==> src/rtl/wb_arbiter.sv <==
// Write-back arbiter: merges the non-stallable pipeline result with a FIFO of
// long-latency results onto the single register-file write port, and reports
// which registers still have queued writes.
module wb_arbiter #(
  parameter int unsigned DEPTH      = 4,
  parameter int unsigned STARVE_MAX = 8
) (
  input  logic                    clk,
  input  logic                    reset,
  input  logic                    pipe_valid,
  input  logic [4:0]              pipe_addr,
  input  logic [31:0]             pipe_data,
  input  logic                    lu_valid,
  output logic                    lu_ready,
  input  logic [4:0]              lu_addr,
  input  logic [31:0]             lu_data,
  output logic                    write,
  output logic [4:0]              wrAddr,
  output logic [31:0]             wrData,
  output logic                    stall,
  output logic [31:0]             pend_mask,
  output logic [$clog2(DEPTH):0]  fifo_count
);

  localparam int unsigned AW = $clog2(DEPTH);
  localparam int unsigned CW = AW + 1;
  localparam int unsigned SW = $clog2(STARVE_MAX + 1);

  localparam logic [CW-1:0] CountFull  = CW'(DEPTH);
  localparam logic [CW-1:0] CountOne   = CW'(1);
  localparam logic [SW-1:0] StarveLast = SW'(STARVE_MAX - 1);

  // FIFO storage and bookkeeping
  logic [4:0]       addrMem [DEPTH];
  logic [31:0]      dataMem [DEPTH];
  logic [DEPTH-1:0] validQ, validD;
  logic [AW-1:0]    rdPtrQ, rdPtrD, wrPtrQ, wrPtrD;
  logic [CW-1:0]    countQ, countD;

  // Arbitration state and output stage
  logic [SW-1:0]    starveQ, starveD;
  logic             stallQ, stallD;
  logic             writeQ, writeD;
  logic [4:0]       wrAddrQ, wrAddrD;
  logic [31:0]      wrDataQ, wrDataD;

  logic pipeWr, fifoWr, enq, deq, loss;

  assign pipeWr   = pipe_valid && (pipe_addr != 5'd0);
  assign fifoWr   = (countQ != '0);
  assign lu_ready = (countQ != CountFull);
  // x0 results are accepted (ready is honoured) but never stored
  assign enq      = lu_valid && lu_ready && (lu_addr != 5'd0);
  assign deq      = fifoWr && !pipeWr;
  assign loss     = fifoWr && pipeWr;

  assign write      = writeQ;
  assign wrAddr     = wrAddrQ;
  assign wrData     = wrDataQ;
  assign stall      = stallQ;
  assign fifo_count = countQ;

  // Pending-destination mask: one-hot OR over occupied entries
  always_comb begin
    pend_mask = '0;
    for (int unsigned i = 0; i < DEPTH; i++) begin
      if (validQ[i]) pend_mask[addrMem[i]] = 1'b1;
    end
  end

  // FIFO pointer, occupancy and valid-bit next state
  always_comb begin
    validD = validQ;
    rdPtrD = rdPtrQ;
    wrPtrD = wrPtrQ;
    countD = countQ;
    if (deq) begin
      validD[rdPtrQ] = 1'b0;
      rdPtrD         = rdPtrQ + AW'(1);
    end
    if (enq) begin
      validD[wrPtrQ] = 1'b1;
      wrPtrD         = wrPtrQ + AW'(1);
    end
    unique case ({enq, deq})
      2'b10:   countD = countQ + CountOne;
      2'b01:   countD = countQ - CountOne;
      default: countD = countQ;
    endcase
  end

  // Winner selection, starvation tracking and stall request
  always_comb begin
    writeD  = 1'b0;
    wrAddrD = wrAddrQ;
    wrDataD = wrDataQ;
    starveD = '0;
    stallD  = stallQ;
    if (pipeWr) begin
      writeD  = 1'b1;
      wrAddrD = pipe_addr;
      wrDataD = pipe_data;
    end else if (fifoWr) begin
      writeD  = 1'b1;
      wrAddrD = addrMem[rdPtrQ];
      wrDataD = dataMem[rdPtrQ];
    end
    if (loss) begin
      // Counter saturates so repeated losses keep re-asserting stall
      starveD = (starveQ == StarveLast) ? starveQ : starveQ + SW'(1);
      if (starveQ == StarveLast) stallD = 1'b1;
    end else if (!fifoWr) begin
      stallD = 1'b0;
    end else if (countD <= CountOne) begin
      // FIFO won and at most one entry remains: it drains without help
      stallD = 1'b0;
    end
  end

  // FIFO payload storage (no reset needed; guarded by valid bits)
  always_ff @(posedge clk) begin
    if (enq) begin
      addrMem[wrPtrQ] <= lu_addr;
      dataMem[wrPtrQ] <= lu_data;
    end
  end

  // State registers with asynchronous active-low reset
  always_ff @(posedge clk or negedge reset) begin
    if (!reset) begin
      validQ  <= '0;
      rdPtrQ  <= '0;
      wrPtrQ  <= '0;
      countQ  <= '0;
      starveQ <= '0;
      stallQ  <= 1'b0;
      writeQ  <= 1'b0;
      wrAddrQ <= '0;
      wrDataQ <= '0;
    end else begin
      validQ  <= validD;
      rdPtrQ  <= rdPtrD;
      wrPtrQ  <= wrPtrD;
      countQ  <= countD;
      starveQ <= starveD;
      stallQ  <= stallD;
      writeQ  <= writeD;
      wrAddrQ <= wrAddrD;
      wrDataQ <= wrDataD;
    end
  end

endmodule
==> config.mk <==
export PLATFORM = sky130hd
export DESIGN_NAME = wb_arbiter
export DESIGN_NICKNAME = d
export VERILOG_FILES = /design/src/rtl/wb_arbiter.sv
export SDC_FILE = /design/constraint.sdc
export NUM_CORES = 1
export LEC_CHECK = 0
export CORE_MARGIN = 3
export CORE_UTILIZATION = 57
export CTS_CLUSTER_SIZE = 8
export DETAILED_ROUTE_END_ITERATION = 10
export PLACE_DENSITY = 0.85
export SETUP_SLACK_MARGIN = 0.3
export SLEW_MARGIN = 10
export SYNTH_ARGS = -nofsm -noshare
export SYNTH_HDL_FRONTEND = slang
export SYNTH_SLANG_ARGS = --single-unit
==> constraint.sdc <==
create_clock -name clk -period 6.44 [get_ports clk]
set_input_delay 0.644 -clock clk [delete_from_list [all_inputs] [get_ports clk]]
set_output_delay 0.644 -clock clk [all_outputs]
set_load 0.05 [all_outputs]
==> results of run 1 <==
==> cell usage after synthesis, types with 12 or more instances <==
cell type / count / area [µm²]
nand2_1: 65 / 244
buf_2: 12 / 60.1
dfrtp_1: 54 / 1350
o221ai_1: 13 / 114
edfxtp_1: 148 / 4440
a22oi_1: 12 / 90.1
a21oi_1: 44 / 220
clkbuf_1: 15 / 56.3
nor2_1: 23 / 86.3
inv_1: 12 / 45.0
mux4_2: 37 / 833
a2bb2oi_1: 37 / 324
o21ai_0: 12 / 60.1
==> report_power, final <==
part	internal (mW)	switching (mW)	total, mW
clock	0.840	0.527	1.37
combinational	0.760	1.25	2.01
sequential	1.75	0.277	2.02
==> kinds of logic after synthesis <==
kind of cell    after synthesis  share of synthesized area (%)
compound gates              151                           12.1
xor+xnor                      7                          0.685
fa+ha+maj                    11                           1.62
buf+inv                      46                           2.56
flops                       202                           64.7
mux                          41                           9.78
simple gates                150                           8.51
==> layer usage <==
metal,track usage (%),vias up,share of wire [%]
li1,-,2744,-
met1,36.5,3175,37
met2,48.4,443,51
met3,5.13,66,8.3
met4,11.8,0,3.2
met5,0,-,0
==> cells in the final DEF, fill, tap and decap left out, types with 2 or more instances in the layout <==
cell type and n:
or3b_1 2, xnor2_1 3, a221o_1 9, or3_1 2, nand3b_1 11, nor2_4 4, clkbuf_16 29, nor3b_1 8
nor2_1 19, nor3_1 9, edfxtp_1 148, nand3_1 9, buf_4 8, clkbuf_1 23, a2bb2oi_1 37, a22oi_1 12
a21oi_1 44, o211ai_1 8, nand2_1 64, xor2_1 4, o221ai_1 13, mux4_2 37, or3b_2 3, and3b_1 6
clkdlybuf4s50_1 151, o21ai_0 12, mux2_2 2, inv_1 12, and3_1 5, o22ai_1 8, dfrtp_2 2, ha_1 10
dfrtp_1 52, a211o_1 2, mux2i_1 2
==> worst max-delay path: cells and delay by family (launching register included) <==
family	cells	cell delay, ps
compound gates	2	260
buf+inv	1	800
flops	1	530
simple gates	2	810
==> how the worst max path moves through the flow <==
stage / from / end / slack (ps) / cells after the start
after detailed placement: lu_addr[0] / stall$_DFFE_PN0P_ / 2450 / 10
after global placement: lu_addr[0] / stall$_DFFE_PN0P_ / 2590 / 10
after CTS: addrMem[2][0]$_DFFE_PP_ / pend_mask[4] / 2900 / 5
final: addrMem[2][0]$_DFFE_PP_ / pend_mask[4] / 2870 / 5
after global routing: addrMem[2][0]$_DFFE_PP_ / pend_mask[4] / 2800 / 5
after floorplan: fifo_count[0]$_DFF_PN0_ / addrMem[0][0]$_DFFE_PP_ / 2760 / 5
==> flip-flops by register name, indices dropped and copies added (netlist names) <==
register    flops
dataMem       128
wrData         32
addrMem        20
wrAddr          5
starveQ         4
validQ          4
fifo_count      3
rdPtrQ          2
wrPtrQ          2
stall           1
write           1
==> layout make-up <==
cell class / count / area (µm²) / share of cell area (%)
inverters: 12 / 45.0 / 0.392
repair buffers: 160 / 1580 / 13.7
clock inverters: 2 / 16.3 / 0.142
multi-input cells: 360 / 2980 / 25.9
flip-flops and latches: 202 / 5800 / 50.5
well taps: 211 / 264 / 2.30
clock buffers: 52 / 812 / 7.07
==> results.cfg, run 1 <==
[global_route]
first_global_vias = 6726
grt.total_usage_pct = 28.4
antenna_found_initial = 0
grt_pass1_wl_mm = 38.6
grt_remaining_overflow = 0
grt_max_degree = 55

[logic_synthesis]
synth_seq_cells = 202
ys_seq_area_share_pct = 64.7
synthFlopType = edfxtp_1
syn_area_um2 = 8950
syn_inst = 608
synth-edff-count = 148
async_flop_share_pct = 26.7
syn_avg_cell_area_um2 = 14.7
synth_fp_nets = 697
yosys_warnings = 0
ys_types = 48

[setup_path]
reg2reg_to = stall$_DFFE_PN0P_
end_kind = output pin
cp_data_arrival_time_ps = 2930
rr_worst_depth = 10
cp-start-kind = register
critPathMaxFanout = 9
r2r-start = fifo_count[0]$_DFF_PN0_
path_class = register to output pin
worstPathCellList = nor3b_1 > nand2_1 > o21ai_0 > a211o_1 > clkdlybuf4s50_1
r2r_setup_slack_ps = 3620
required_ps = 5800
critPathSlowestCell = clkdlybuf4s50_1
crit_path_max_incr_delay_ps = 800

[layout]
drive_gt1_share_pct = 12.3
n_antenna_cell = 0
finish.utilization_pct = 75.3
final_area_um2 = 11500
syn_to_final_growth_pct = 28.3
final_cells = 999
nNetsFinal = 854
fillers = 874

[timing]
setup_ws_ps = 2870
grt_setup_unrepaired = false
hold-worst-slack_ps = 264
fin_crit_sh_pct = 55.4
worst_pin_slew_ps = 1030
hold_violations = 0
maxSlewHeadroom_pct = 31.1
fin_crit_ps = 3570
finalSetupTns_ps = 0
max_clock_freq_mhz = 280
finalClockSkew_ps = 14.3
setup_viol = 0
slew_violations = 0

[run_status]
run_status = finished, final reports clean

[route]
wl_per_cell_um = 24.4
drt_iter0_markers = 844
drc = 0
viasPerCell = 6.43
drt-total-wl_mm = 24.4
first_pass_iters = 5
route.vias.total = 6428
ant_nets = 0

[floorplanning]
die_width_um = 131
dieHeight_um = 131
initial_core_util_pct = 58.7
rows = 45
ios = 153
die_area_um2 = 17200
core-area_um2 = 15300

[placement]
dp.cells = 945
dp_slack_ps = 2450
placed_area_um2 = 10700
gp_congestion = 0.883
io_buffers = 152
dp_hpwl_mm = 15.4

[flow_run]
maxCapViolations = 0

[cts]
postCtsSetupBuffers = 0
cts_buffers = 29
ctsHtreeMaxLevel = 1
cts_hold_buf = 0
insertion_delay_ps = 530
clockRootBuffer = clkbuf_16
clk_pin_slew_worst_paths_ps = 50
cts.sinks = 202
clockBufferDepth = 3
cts_tree = built
cts_resized = 0

[power_and_ir_drop]
vdd_drop_max_mv = 0.295
total_power_mw = 5.40
powerDensity_nw_per_um2 = 470
p_leak_nw = 4.10

[worst_hold_path]
worstHoldPathType = input port to async pin
Power figures use the tool's default switching activity.
==> run 2, diff against run 1 <==
CORE_UTILIZATION = 53   (was 57)
PLACE_DENSITY = 0.8   (was 0.85)
clock period = 3.3 ns   (was 6.44 ns; I/O delays follow)
==> run 2 against run 1 <==
Combinational power rose by 95%. Total power up 95%. Clock-buffer cell count did not move. Via count is 2.3% lower. Setup slack got worse by 2500 ps. Critical path type unchanged. Largest power group unchanged. Highest routed layer unchanged.
==> results.cfg, run 2 (synthesized netlist as in run 1, its figures left out) <==
[run_status]
run_status = finished, final reports clean

[timing]
worst_pin_slew_ps = 1050
hold_violations = 0
slew_violations = 0
fin_crit_ps = 2910
setup_viol = 0
finalSetupTns_ps = 0
fin_crit_sh_pct = 88.1
max_clock_freq_mhz = 344
maxSlewHeadroom_pct = 30.1
grt_setup_unrepaired = false
finalClockSkew_ps = 23.0

[setup_path]
cp_data_arrival_time_ps = 2580
r2r_setup_slack_ps = 1000
reg2reg_to = stall$_DFFE_PN0P_
path_class = register to output pin
r2r-start = fifo_count[0]$_DFF_PN0_
rr_worst_depth = 10
required_ps = 2970
critPathMaxFanout = 8
end_kind = output pin
cp-start-kind = register

[route]
drt-total-wl_mm = 23.7
wl_per_cell_um = 23.4
ant_nets = 0
route.vias.total = 6282
viasPerCell = 6.21
drc = 0
drt_iter0_markers = 521
first_pass_iters = 5

[layout]
syn_to_final_growth_pct = 30.1
final_common_cell = edfxtp_1
fillers = 1061
drive_gt1_share_pct = 13.2
largest_reg_flops = 128
regMostFlops = dataMem
layout_common_cells = 148 x edfxtp_1, 125 x clkdlybuf4s50_1, 64 x nand2_1
n_antenna_cell = 0
nNetsFinal = 862

[global_route]
met2_usage_pct = 43.9
grt_max_degree = 44
grt_pass1_wl_mm = 36.8
met3_usage_pct = 3.92
grt.total_usage_pct = 25.9
grt_util_met1_pct = 34.0
antenna_found_initial = 0
first_global_vias = 6686
grt_busiest_layer = met2
grt_remaining_overflow = 0

[worst_hold_path]
hold_depth = 2
min_to = wrData[5]$_DFFE_PN0P_
hp-start = pipe_data[5]
worstHoldPathType = input port to register

[cts]
clockRootBuffer = clkbuf_16
cts_tree = built
cts_buffers = 29
cts.sinks = 202
clk_pin_slew_worst_paths_ps = 50
ctsHtreeMaxLevel = 1
insertion_delay_ps = 520
postCtsSetupBuffers = 0
clockBufferDepth = 3

[placement]
gp_congestion = 0.905
io_buffers = 152
dp_hpwl_mm = 15.2

[power_and_ir_drop]
p_leak_nw = 4.44
vdd_drop_max_mv = 0.635
internal_power_mw = 6.58
powerDensity_nw_per_um2 = 903
pwr-share-seq_pct = 37.8
p_sw_share_pct = 37.5
clockPowerShare_pct = 25.1
total_power_mw = 10.5
p_sw_mw = 3.95
pwr-share-comb_pct = 37.1

[floorplanning]
ios = 153
dieHeight_um = 136
core-area_um2 = 16200
initial_core_util_pct = 55.2
rows = 46
die_width_um = 136
die_area_um2 = 18500

[flow_run]
maxCapViolations = 0
## run 2: through the flow
stage	std cells	util, %	hold WS [ps]	setup slack, ps	area, µm²
finish	1012	71.8	384	392	11700
global route	1012	71.8	377	317	11700
CTS	1012	71.6	366	305	11600
detailed placement	957	66.5	541	220	10800
global placement	957	66.5	512	260	10800
floorplan	608	-	34.4	472	8970
## run 2: cell type report
cell class,count,area [µm²],share of cell area (%)
clock buffer,52,812,6.97
clock inverter,2,17.5,0.150
inverter,12,45.0,0.387
multi-input combinational,360,2980,25.6
sequential,202,5800,49.8
tap,216,270,2.32
timing repair buffer,168,1730,14.8
## run 2: timing repair
action | in CTS | in global routing
setup endpoints to repair | 14 | 12
resized for setup | 14 | 12
hold buffers | 1 | 0
pin swaps | 0 | 0
endpoints found under the hold margin | 23 | 0
## run 2: routing by layer
layer | wire length, µm | vias up
li1 | - | 2748
met1 | 9340 | 3148
met2 | 12000 | 328
met3 | 1640 | 58
met4 | 667 | 0
met5 | 0 | -
## run 2: power groups by stage
stage / Sequential [mW] / Clock, mW / Combinational (mW)
6_report: 3.98 / 2.64 / 3.91
5_1_grt: 4.05 / 2.79 / 4.16
4_1_cts: 3.98 / 2.68 / 3.94
3_5_place_dp: 4.00 / 0 / 3.93
3_3_place_gp: 3.96 / 0 / 3.86
2_1_floorplan: 4.43 / 0 / 2.08
## run 2: worst max-delay path, stage by stage, from the launching register on
cell,delay [ps]
edfxtp_1,440
nand3b_1,410
o22ai_1,290
a221o_1,130
clkdlybuf4s50_1,800
## run 2: worst max-delay path by stage
| stage | startpoint | endpoint | slack, ps | cells after the start |
|---|---|---|---|---|
| 6_report | addrMem[1][0]$_DFFE_PP_ | pend_mask[30] | 390 | 4 |
| 4_1_cts | addrMem[2][3]$_DFFE_PP_ | pend_mask[6] | 300 | 4 |
| 2_1_floorplan | fifo_count[0]$_DFF_PN0_ | addrMem[0][0]$_DFFE_PP_ | 470 | 5 |
| 5_1_grt | validQ[1]$_DFF_PN0_ | pend_mask[31] | 320 | 3 |
| 3_5_place_dp | lu_addr[0] | stall$_DFFE_PN0P_ | 220 | 10 |
| 3_3_place_gp | lu_addr[0] | stall$_DFFE_PN0P_ | 260 | 10 |
